`config.mk`:
```
export PLATFORM = sky130hd
export DESIGN_NAME = feb_push_sched_flat
export DESIGN_NICKNAME = d
export VERILOG_FILES = /design/src/rtl/feb_push_sched_if.sv /design/src/rtl/feb_push_sched.sv /design/src/flat_wrapper.sv
export SDC_FILE = /design/constraint.sdc
export NUM_CORES = 1
export LEC_CHECK = 0
export CELL_PAD_IN_SITES_DETAIL_PLACEMENT = 1
export CELL_PAD_IN_SITES_GLOBAL_PLACEMENT = 1
export CORE_MARGIN = 4
export CORE_UTILIZATION = 28
export CTS_CLUSTER_DIAMETER = 60
export DETAILED_ROUTE_END_ITERATION = 8
export MAX_ROUTING_LAYER = met4
export PLACE_DENSITY_LB_ADDON = 0.1
export SLEW_MARGIN = 5
export SYNTH_ARGS = -nofsm -noshare
export SYNTH_HDL_FRONTEND = slang
export SYNTH_SLANG_ARGS = --single-unit
export TNS_END_PERCENT = 1
```
`constraint.sdc`:
```
create_clock -name i_clk -period 13.8 [get_ports i_clk]
set_input_delay 2.76 -clock i_clk [delete_from_list [all_inputs] [get_ports i_clk]]
set_output_delay 2.76 -clock i_clk [all_outputs]
set_load 0.02 [all_outputs]
```
`src/rtl/feb_push_sched_if.sv`:
```
// Bundle of push/grant/status signals between the push-delay chain and the scheduler.
interface feb_push_sched_if #(
    parameter int unsigned NCH   = 6,
    parameter int unsigned TMO_W = 8
);
    logic [NCH-1:0]   push;
    logic [NCH-1:0]   mask;
    logic             done;
    logic             clr_err;
    logic [TMO_W-1:0] tmo_limit;
    logic [NCH-1:0]   gnt;
    logic             gnt_vld;
    logic             busy;
    logic             pend_any;
    logic [NCH-1:0]   ovfl;
    logic             tmo_err;

    modport master (
        output push, mask, done, clr_err, tmo_limit,
        input  gnt, gnt_vld, busy, pend_any, ovfl, tmo_err
    );

    modport slave (
        input  push, mask, done, clr_err, tmo_limit,
        output gnt, gnt_vld, busy, pend_any, ovfl, tmo_err
    );
endinterface

```
`src/rtl/feb_push_sched.sv`:
```
// Round-robin readout scheduler for per-FEB push pulses with pending counters.
// Grant timeout logic is built only when FEB_PUSH_SCHED_TIMEOUT_EN is defined.
module feb_push_sched #(
    parameter int unsigned NCH   = 6,
    parameter int unsigned CNT_W = 4,
    parameter int unsigned TMO_W = 8
) (
    input  logic               i_clk,
    input  logic               i_rst,
    feb_push_sched_if.slave    io_bus
);
    localparam int unsigned PTR_W = (NCH > 1) ? $clog2(NCH) : 1;
    localparam logic [CNT_W-1:0] CNT_MAX = '1;

    typedef enum logic [1:0] {StIdle, StActive, StGap} state_e;

    state_e           r_state, w_state_d;
    logic [CNT_W-1:0] r_cnt [NCH];
    logic [CNT_W-1:0] w_cnt_d [NCH];
    logic [PTR_W-1:0] r_ptr, w_ptr_d;
    logic [NCH-1:0]   r_gnt, w_gnt_d;
    logic [NCH-1:0]   r_ovfl, w_ovfl_d;
    logic             r_tmo_err, w_tmo_err_d;
    logic [NCH-1:0]   w_elig;
    logic             w_win_vld;
    logic [PTR_W-1:0] w_win;
    logic             w_issue;
    logic             w_tmo_hit;

    always_comb begin
        for (int i = 0; i < NCH; i++) begin
            w_elig[i] = (r_cnt[i] != '0) && !io_bus.mask[i];
        end
    end

    // Scan farthest-to-nearest from the pointer so the nearest eligible channel wins.
    always_comb begin
        int idx;
        w_win_vld = 1'b0;
        w_win     = '0;
        for (int off = NCH; off >= 1; off--) begin
            idx = int'(r_ptr) + off;
            if (idx >= int'(NCH)) idx = idx - int'(NCH);
            if (w_elig[idx]) begin
                w_win_vld = 1'b1;
                w_win     = PTR_W'(idx);
            end
        end
    end

`ifdef FEB_PUSH_SCHED_TIMEOUT_EN
    logic [TMO_W-1:0] r_tmr, w_tmr_d;

    assign w_tmo_hit = (io_bus.tmo_limit != '0) &&
                       (({1'b0, r_tmr} + (TMO_W+1)'(1)) == {1'b0, io_bus.tmo_limit});

    always_comb begin
        w_tmr_d = r_tmr;
        if (r_state == StIdle && w_win_vld) begin
            w_tmr_d = '0;
        end else if (r_state == StActive && !io_bus.done && r_tmr != '1) begin
            w_tmr_d = r_tmr + 1'b1;
        end
    end

    always_ff @(posedge i_clk) begin
        if (i_rst) r_tmr <= '0;
        else       r_tmr <= w_tmr_d;
    end
`else
    logic w_unused_tmo_limit;
    assign w_unused_tmo_limit = ^io_bus.tmo_limit;
    assign w_tmo_hit = 1'b0;
`endif

    always_comb begin
        w_state_d   = r_state;
        w_gnt_d     = r_gnt;
        w_ptr_d     = r_ptr;
        w_issue     = 1'b0;
        w_tmo_err_d = r_tmo_err & ~io_bus.clr_err;
        unique case (r_state)
            StIdle: begin
                if (w_win_vld) begin
                    w_issue   = 1'b1;
                    w_gnt_d   = NCH'(1) << w_win;
                    w_ptr_d   = w_win;
                    w_state_d = StActive;
                end
            end
            StActive: begin
                // DONE takes precedence over a coincident timeout.
                if (io_bus.done) begin
                    w_gnt_d   = '0;
                    w_state_d = StGap;
                end else if (w_tmo_hit) begin
                    w_tmo_err_d = 1'b1;
                    w_gnt_d     = '0;
                    w_state_d   = StGap;
                end
            end
            StGap:   w_state_d = StIdle;
            default: w_state_d = StIdle;
        endcase
    end

    always_comb begin
        logic inc;
        logic dec;
        for (int i = 0; i < NCH; i++) begin
            inc         = io_bus.push[i] && !io_bus.mask[i];
            dec         = w_issue && (w_win == PTR_W'(i));
            w_cnt_d[i]  = r_cnt[i];
            w_ovfl_d[i] = r_ovfl[i] & ~io_bus.clr_err;
            if (inc && !dec) begin
                if (r_cnt[i] == CNT_MAX) w_ovfl_d[i] = 1'b1;
                else                     w_cnt_d[i]  = r_cnt[i] + 1'b1;
            end else if (dec && !inc) begin
                w_cnt_d[i] = r_cnt[i] - 1'b1;
            end
        end
    end

    always_ff @(posedge i_clk) begin
        if (i_rst) begin
            r_state   <= StIdle;
            r_gnt     <= '0;
            r_ptr     <= PTR_W'(NCH - 1);
            r_ovfl    <= '0;
            r_tmo_err <= 1'b0;
            for (int i = 0; i < NCH; i++) r_cnt[i] <= '0;
        end else begin
            r_state   <= w_state_d;
            r_gnt     <= w_gnt_d;
            r_ptr     <= w_ptr_d;
            r_ovfl    <= w_ovfl_d;
            r_tmo_err <= w_tmo_err_d;
            for (int i = 0; i < NCH; i++) r_cnt[i] <= w_cnt_d[i];
        end
    end

    assign io_bus.gnt      = r_gnt;
    assign io_bus.gnt_vld  = (r_state == StActive);
    assign io_bus.busy     = (r_state == StActive) || (r_state == StGap);
    assign io_bus.pend_any = |w_elig;
    assign io_bus.ovfl     = r_ovfl;
`ifdef FEB_PUSH_SCHED_TIMEOUT_EN
    assign io_bus.tmo_err  = r_tmo_err;
`else
    assign io_bus.tmo_err  = 1'b0;
`endif
endmodule

```
`src/flat_wrapper.sv`:
```
// flat-port wrapper written by rule: the top's interface ports become plain ports
module feb_push_sched_flat 
#(
    parameter int unsigned NCH   = 6,
    parameter int unsigned CNT_W = 4,
    parameter int unsigned TMO_W = 8
)
  (i_clk, i_rst, io_bus_push, io_bus_mask, io_bus_done, io_bus_clr_err, io_bus_tmo_limit, io_bus_gnt, io_bus_gnt_vld, io_bus_busy, io_bus_pend_any, io_bus_ovfl, io_bus_tmo_err);
  feb_push_sched_if #(.NCH(NCH), .TMO_W(TMO_W)) io_bus_i ();
  input  logic i_clk;
  input  logic i_rst;
  input wire logic [$bits(io_bus_i.push)-1:0] io_bus_push;
  input wire logic [$bits(io_bus_i.mask)-1:0] io_bus_mask;
  input wire logic [$bits(io_bus_i.done)-1:0] io_bus_done;
  input wire logic [$bits(io_bus_i.clr_err)-1:0] io_bus_clr_err;
  input wire logic [$bits(io_bus_i.tmo_limit)-1:0] io_bus_tmo_limit;
  output wire logic [$bits(io_bus_i.gnt)-1:0] io_bus_gnt;
  output wire logic [$bits(io_bus_i.gnt_vld)-1:0] io_bus_gnt_vld;
  output wire logic [$bits(io_bus_i.busy)-1:0] io_bus_busy;
  output wire logic [$bits(io_bus_i.pend_any)-1:0] io_bus_pend_any;
  output wire logic [$bits(io_bus_i.ovfl)-1:0] io_bus_ovfl;
  output wire logic [$bits(io_bus_i.tmo_err)-1:0] io_bus_tmo_err;
  assign io_bus_i.push = io_bus_push;
  assign io_bus_i.mask = io_bus_mask;
  assign io_bus_i.done = io_bus_done;
  assign io_bus_i.clr_err = io_bus_clr_err;
  assign io_bus_i.tmo_limit = io_bus_tmo_limit;
  assign io_bus_gnt = io_bus_i.gnt;
  assign io_bus_gnt_vld = io_bus_i.gnt_vld;
  assign io_bus_busy = io_bus_i.busy;
  assign io_bus_pend_any = io_bus_i.pend_any;
  assign io_bus_ovfl = io_bus_i.ovfl;
  assign io_bus_tmo_err = io_bus_i.tmo_err;
  feb_push_sched #(.NCH(NCH), .CNT_W(CNT_W), .TMO_W(TMO_W)) u_core (.i_clk(i_clk), .i_rst(i_rst), .io_bus(io_bus_i));
endmodule
```
Yosys cells after proc, flatten, opt, wreduce, memory -nomap -nowiden
Memories as Yosys holds them, arrays and structs flattened.
Cells that the tools add are included.
{"block": "classes", "muxes": 83, "shifts": 1, "n_lt_le_gt_ge": 12, "reduce_logical": 62, "eq_ne": 15, "bitwise_logic": 13, "add_sub_neg": 24}
{"operator": "greater-or-equal comparator 32 x 4 -> 1 bit (second input constant)", "count": 6}
{"operator": "< comparator 32 x 5 -> 1 bit (second input constant)", "count": 6}
{"operator": "2-to-1 mux 32 bit", "count": 6}
{"operator": "subtractor 32 x 4 -> 32 bit (second input constant)", "count": 6}
{"operator": "2-to-1 mux 4 bit", "count": 24}
{"operator": "2-to-1 mux 1 bit", "count": 35}
{"operator": "logical AND 1 bit", "count": 30}
{"operator": "adder 4 x 1 -> 4 bit (second input constant)", "count": 6}
{"operator": "== test 4 bit (second input constant)", "count": 6}
{"operator": "nonzero test 4 bit", "count": 6}
{"operator": "subtractor 4 x 1 -> 4 bit (second input constant)", "count": 6}
{"operator": "binary-select mux 1 bit (select 3 bit)", "count": 6}
{"operator": "zero test 1 bit", "count": 18}
{"operator": "2-to-1 mux 3 bit", "count": 6}
{"operator": "adder 3 x 3 -> 4 bit (second input constant)", "count": 3}
{"operator": "2-to-1 mux 6 bit", "count": 2}
{"operator": "one-hot mux 6 bit (2 select lines)", "count": 1}
{"operator": "adder 3 x 2 -> 4 bit (second input constant)", "count": 2}
{"operator": "bitwise AND 1 bit", "count": 6}
{"operator": "== test 3 x 2 -> 1 bit (second input constant)", "count": 2}
{"operator": "== test 3 bit (second input constant)", "count": 2}
{"operator": "OR 1 bit", "count": 6}
{"operator": "OR reduction 6 bit", "count": 1}
{"operator": "<< shifter 1 x 3 -> 6 bit (first input constant)", "count": 1}
{"operator": "other kinds (15)", "count": 17}
{"block": "totals", "ff_bits": 17, "wordCells": 215, "output_inout_bits": 16, "ramBits": 24, "memories": 1}
{"name": "u_core.r_cnt", "words": 6, "word_bits": 4, "read_ports": 6, "rd_clocked_by_memory_dff": 0, "wr": 6, "line_no": "feb_push_sched.sv:18", "source": "logic [CNT_W-1:0] r_cnt [NCH];"}

Longest topological paths before layout
{"block": "logic_depth", "ltp_word": 19, "mapped_depth": 22, "ltp_nobuf": 19}

Least setup slack after synthesis
Ideal clock, no wire load.
{"block": "synth_timing", "path_kind": "input to output", "from": "in io_bus_mask[4]", "to": "out io_bus_pend_any", "required_time_ps": 11040, "path_slack_ps": 7791, "stages": 3, "arrival_ps": 3249, "cell_sequence": "nor2_1 -> nor4_1 -> nand2_1"}
{"block": "synth_between", "elab_chain_cells": 3}
{"element": "from (decl)", "line_no": "flat_wrapper.sv:13", "source": "input wire logic [$bits(io_bus_i.mask)-1:0] io_bus_mask;"}
{"element": "zero test 1 bit", "line_no": "feb_push_sched.sv:32", "source": "w_elig[i] = (r_cnt[i] != '0) && !io_bus.mask[i];"}
{"element": "logical AND 1 bit", "line_no": "feb_push_sched.sv:32"}
{"element": "OR reduction 6 bit", "line_no": "feb_push_sched.sv:145", "source": "assign io_bus.pend_any = |w_elig;"}
{"element": "to (decl)", "line_no": "flat_wrapper.sv:20", "source": "output wire logic [$bits(io_bus_i.pend_any)-1:0] io_bus_pend_any;"}
No other way between the ends.

Final worst setup path
Ends and elaborated chain as after synthesis.

==> qor.log <==
qor: yosys.number_of_enable_flip_flop_cells_after_synthesis 0
qor: die.chipWidth 121.5 um
qor: detailed_routing.initialDrtViolationCount 146
qor: yosys.synth-async-reset-ratio 0%
qor: yosys.synthDistinctLibCells 69
qor: yosys.ys_dominant_reg_cell dfxtp_1
qor: global_routing.first_global_vias 3,332
qor: worst_setup_path.critical_path.max_stage_delay 0.61 ns
qor: timing.fin_tns_setup 0 ns
qor: yosys.synthesis.area_per_instance 8.070 um2
qor: detailed_routing.routed-wl-met2 4.735 mm
qor: detailed_routing.detailedRoute.firstPassIterationCount 4
qor: global_routing.grt_pass1_wl 17.67 mm
qor: worst_setup_path.rr_startpoint u_core.r_ptr[1]$_SDFFE_PP0P_
qor: yosys.postSynthRegisterBits 41
qor: finish.num-nets-final 520
qor: worst_setup_path.cp.buffers_inverters 2
qor: clock_network.cts_root_buf clkbuf_16
qor: worst_setup_path.timing_worst_setup_path_type input port to output pin
qor: finish.regArea 820.8 um2
qor: yosys.synth.yosys.seq_area_share 22.75%
qor: detailed_routing.routedLengthMet1 5.466 mm
qor: timing.final.setup_skew 0.006618 ns
qor: yosys.yosys_warnings 0
qor: timing.grt_setup_unrepaired no
qor: clock_network.holdBufCountCts 0
qor: timing.slew_headroom 47.01%
qor: timing.maxClockFrequency 137.6 MHz
qor: finish.drive_above_1_share 7.676%
qor: yosys.mappedNetlistArea 3607 um2
qor: worst_setup_path.worst-path-max-fanout 5
qor: worst_setup_path.worst_path_max_delay_cell clkdlybuf4s50_1
qor: finish.layout_filler_cell_count 1,563
qor: clock_network.post_cts.resized_instances 0
qor: placed_design.gpl.final_weighted_congestion 0.8228
qor: clock_network.clock_path_buffers 2
qor: timing.final_min_period_over_clock_period 52.64%
qor: worst_setup_path.cp_cell_sequence clkdlybuf4s50_1, nor2_1, nor4_1, nand2_1, clkdlybuf4s50_1
qor: worst_setup_path.worst_setup_path_startpoint io_bus_mask[4]
qor: worst_setup_path.cp_common_cell clkdlybuf4s50_1
qor: worst_setup_path.arrival_time_at_the_worst_endpoint 4.50 ns
qor: detailed_routing.drt_drc_violations_left 0
qor: timing.report.final.slew_viol_count 0
qor: detailed_routing.top_layer_used met4
qor: detailed_routing.route.detailed.vias_per_inst 5.115
qor: die.boundaryPins 40
qor: die.chip_height 121.5 um
qor: global_routing.grt_util_all_layers 15.21%
qor: finish.areaGrowthSynthToFinish 16.89%
qor: timing.layout_min_cycle_time 7.265 ns
qor: worst_setup_path.worstPathRequired 11.04 ns
qor: clock_network.path_clk_slew 0.06 ns
qor: worst_setup_path.worst_path_dominant_cell_family buffers and inverters
qor: worst_hold_path.hold_path_class flop to flop
qor: worst_setup_path.startpoint_type input port
qor: clock_network.ctsHtreeMaxLevel 2
qor: finish.n_antenna_cell 0
qor: outcome.run_status completed
qor: clock_network.insertion_delay 0.29 ns
qor: global_routing.overflow 0
qor: die.die_area 14,760 um2
qor: yosys.syn_nets 499
qor: detailed_routing.routed_wire_length_on_met3 141 um
qor: detailed_routing.drt-wirelength-per-cell 16.27 um
qor: timing.final_count_of_negative_setup_slack_endpoints 0
qor: clock_network.post-cts-setup-buffers 0
qor: detailed_routing.postRouteWirelength 10.43 mm
qor: run.cap_violations 0
qor: detailed_routing.ant_nets 0
qor: timing.final-hold-violation-count 0
qor: die.core_area 12,620 um2
qor: clock_network.clock-sinks 41
qor: global_routing.largest_net_degree_at_the_start_of_global_routing 31
qor: die.std_cell_rows 41
qor: clock_network.cts_tree built
qor: die.initial_core_util 28.58%
qor: placed_design.port_buffers 30
qor: detailed_routing.num_vias 3,279
qor: worst_setup_path.critical_path.endpoint_type output pin
qor: global_routing.antenna_found_initial 0
qor: finish.multiInputGateArea 2626 um2
qor: yosys.postSynthCellCount 447
qor: worst_hold_path.holdCritStartpoint u_core.io_bus.gnt[1]$_SDFFE_PP0P_
qor: clock_network.tritoncts.num_buffers 5
qor: placed_design.dp_hpwl 8.183 mm
qor: timing.timing_worst_slew_pin_value 0.7849 ns
[tightest hold or removal path, stage by stage, from the launching register on]
cell and delay [ns]:
dfxtp_1 0.31, nand2_1 0.05, a21oi_1 0.05
[path summary, 6_finish.rpt]
path | endpoint | slack, ns | cells past startpoint
worst max-delay path | io_bus_pend_any | 6.54 | 5
worst min-delay path | u_core.io_bus.gnt[1]$_SDFFE_PP0P_ | 0.46 | 2
worst max register to register | u_core.r_cnt[0][11]$_SDFFE_PP0P_ | 8.11 | 20
worst min register to register | u_core.io_bus.gnt[1]$_SDFFE_PP0P_ | 0.46 | 2
[state kept, by name, indices dropped and copies added (netlist names)]
register / flops
u_core.r_cnt: 24
u_core.r_ptr: 3
u_core.io_bus.ovfl: 6
u_core.r_state: 2
u_core.io_bus.gnt: 6
[synth_stat cells, drive strengths merged (8+ instances only)]
| library cell | instances | area [um2] |
|---|---|---|
| o21ai | 11 | 55.05 |
| inv | 17 | 63.81 |
| nor3 | 17 | 85.08 |
| nand3 | 9 | 45.04 |
| nand4 | 8 | 56.30 |
| nor4 | 10 | 105.1 |
| xor2 | 12 | 105.1 |
| buf | 12 | 70.06 |
| ha | 28 | 350.3 |
| nand2b | 11 | 68.82 |
| nand2 | 27 | 101.4 |
| mux2i | 25 | 262.8 |
| xnor2 | 15 | 131.4 |
| dfxtp | 41 | 820.8 |
| a21oi | 22 | 117.6 |
| nor2b | 11 | 68.82 |
| nor2 | 66 | 250.2 |
[area by class of cell]
cell class | count | area share (%)
timing repair buffer | 33 | 7.656
clock buffer | 6 | 3.056
tap | 172 | 5.104
sequential | 41 | 19.47
inverter | 17 | 1.513
clock inverter | 2 | 0.9199
multi-input combinational | 370 | 62.28
[metal layers]
metal	vias to the layer above	GRT usage, %
met5	-	-
met4	0	3.081
met3	7	1.678
met2	35	23.70
met1	1573	21.42
li1	1664	-
[layout by cell type (no fill, tap or decap), types with 6 or more instances in the layout]
master,instances
nor2b_1,11
xnor2_1,15
mux2i_1,24
xor2_1,12
a21oi_1,20
dfxtp_1,41
o21ai_0,11
nor2_1,65
nand4_1,7
and3_1,7
inv_1,17
nand3_1,9
nand2_1,27
ha_1,28
nor3_1,17
nor4_1,6
clkdlybuf4s50_1,30
o21a_1,7
a31oi_1,7
nand2b_1,11
[cells by family (layout without fill, tap and decap cells)]
| kind of cell | Yosys count | count (layout) | share of synthesized area, % |
|---|---|---|---|
| AND/OR/NAND/NOR | 185 | 185 | 26.53 |
| AO/OA/AOI/OAI | 103 | 103 | 22.30 |
| flip-flops | 41 | 41 | 22.75 |
| buffers and inverters | 36 | 58 | 4.440 |
| adder cells (fa/ha/maj) | 28 | 28 | 9.712 |
| XOR/XNOR | 27 | 27 | 6.556 |
| multiplexers | 26 | 26 | 7.596 |
| other | 1 | 1 | 0.1040 |
[per-stage QoR]
stage | hold WS [ns] | cell area, um2 | setup slack [ns] | std cells | utilization, %
floorplan | 0.4766 | 3607 | 7.791 | 447 | -
global placement | 0.4543 | 4049 | 6.574 | 633 | 32.08
CTS | 0.4628 | 4217 | 6.550 | 641 | 33.41
finish | 0.4619 | 4217 | 6.535 | 641 | 33.41
global route | 0.4980 | 4217 | 6.510 | 641 | 33.41
detailed placement | 0.4541 | 4049 | 6.550 | 633 | 32.08
Power is not shown: default switching activity piles up to over one toggle a cycle in this logic, so the estimate is an artifact.
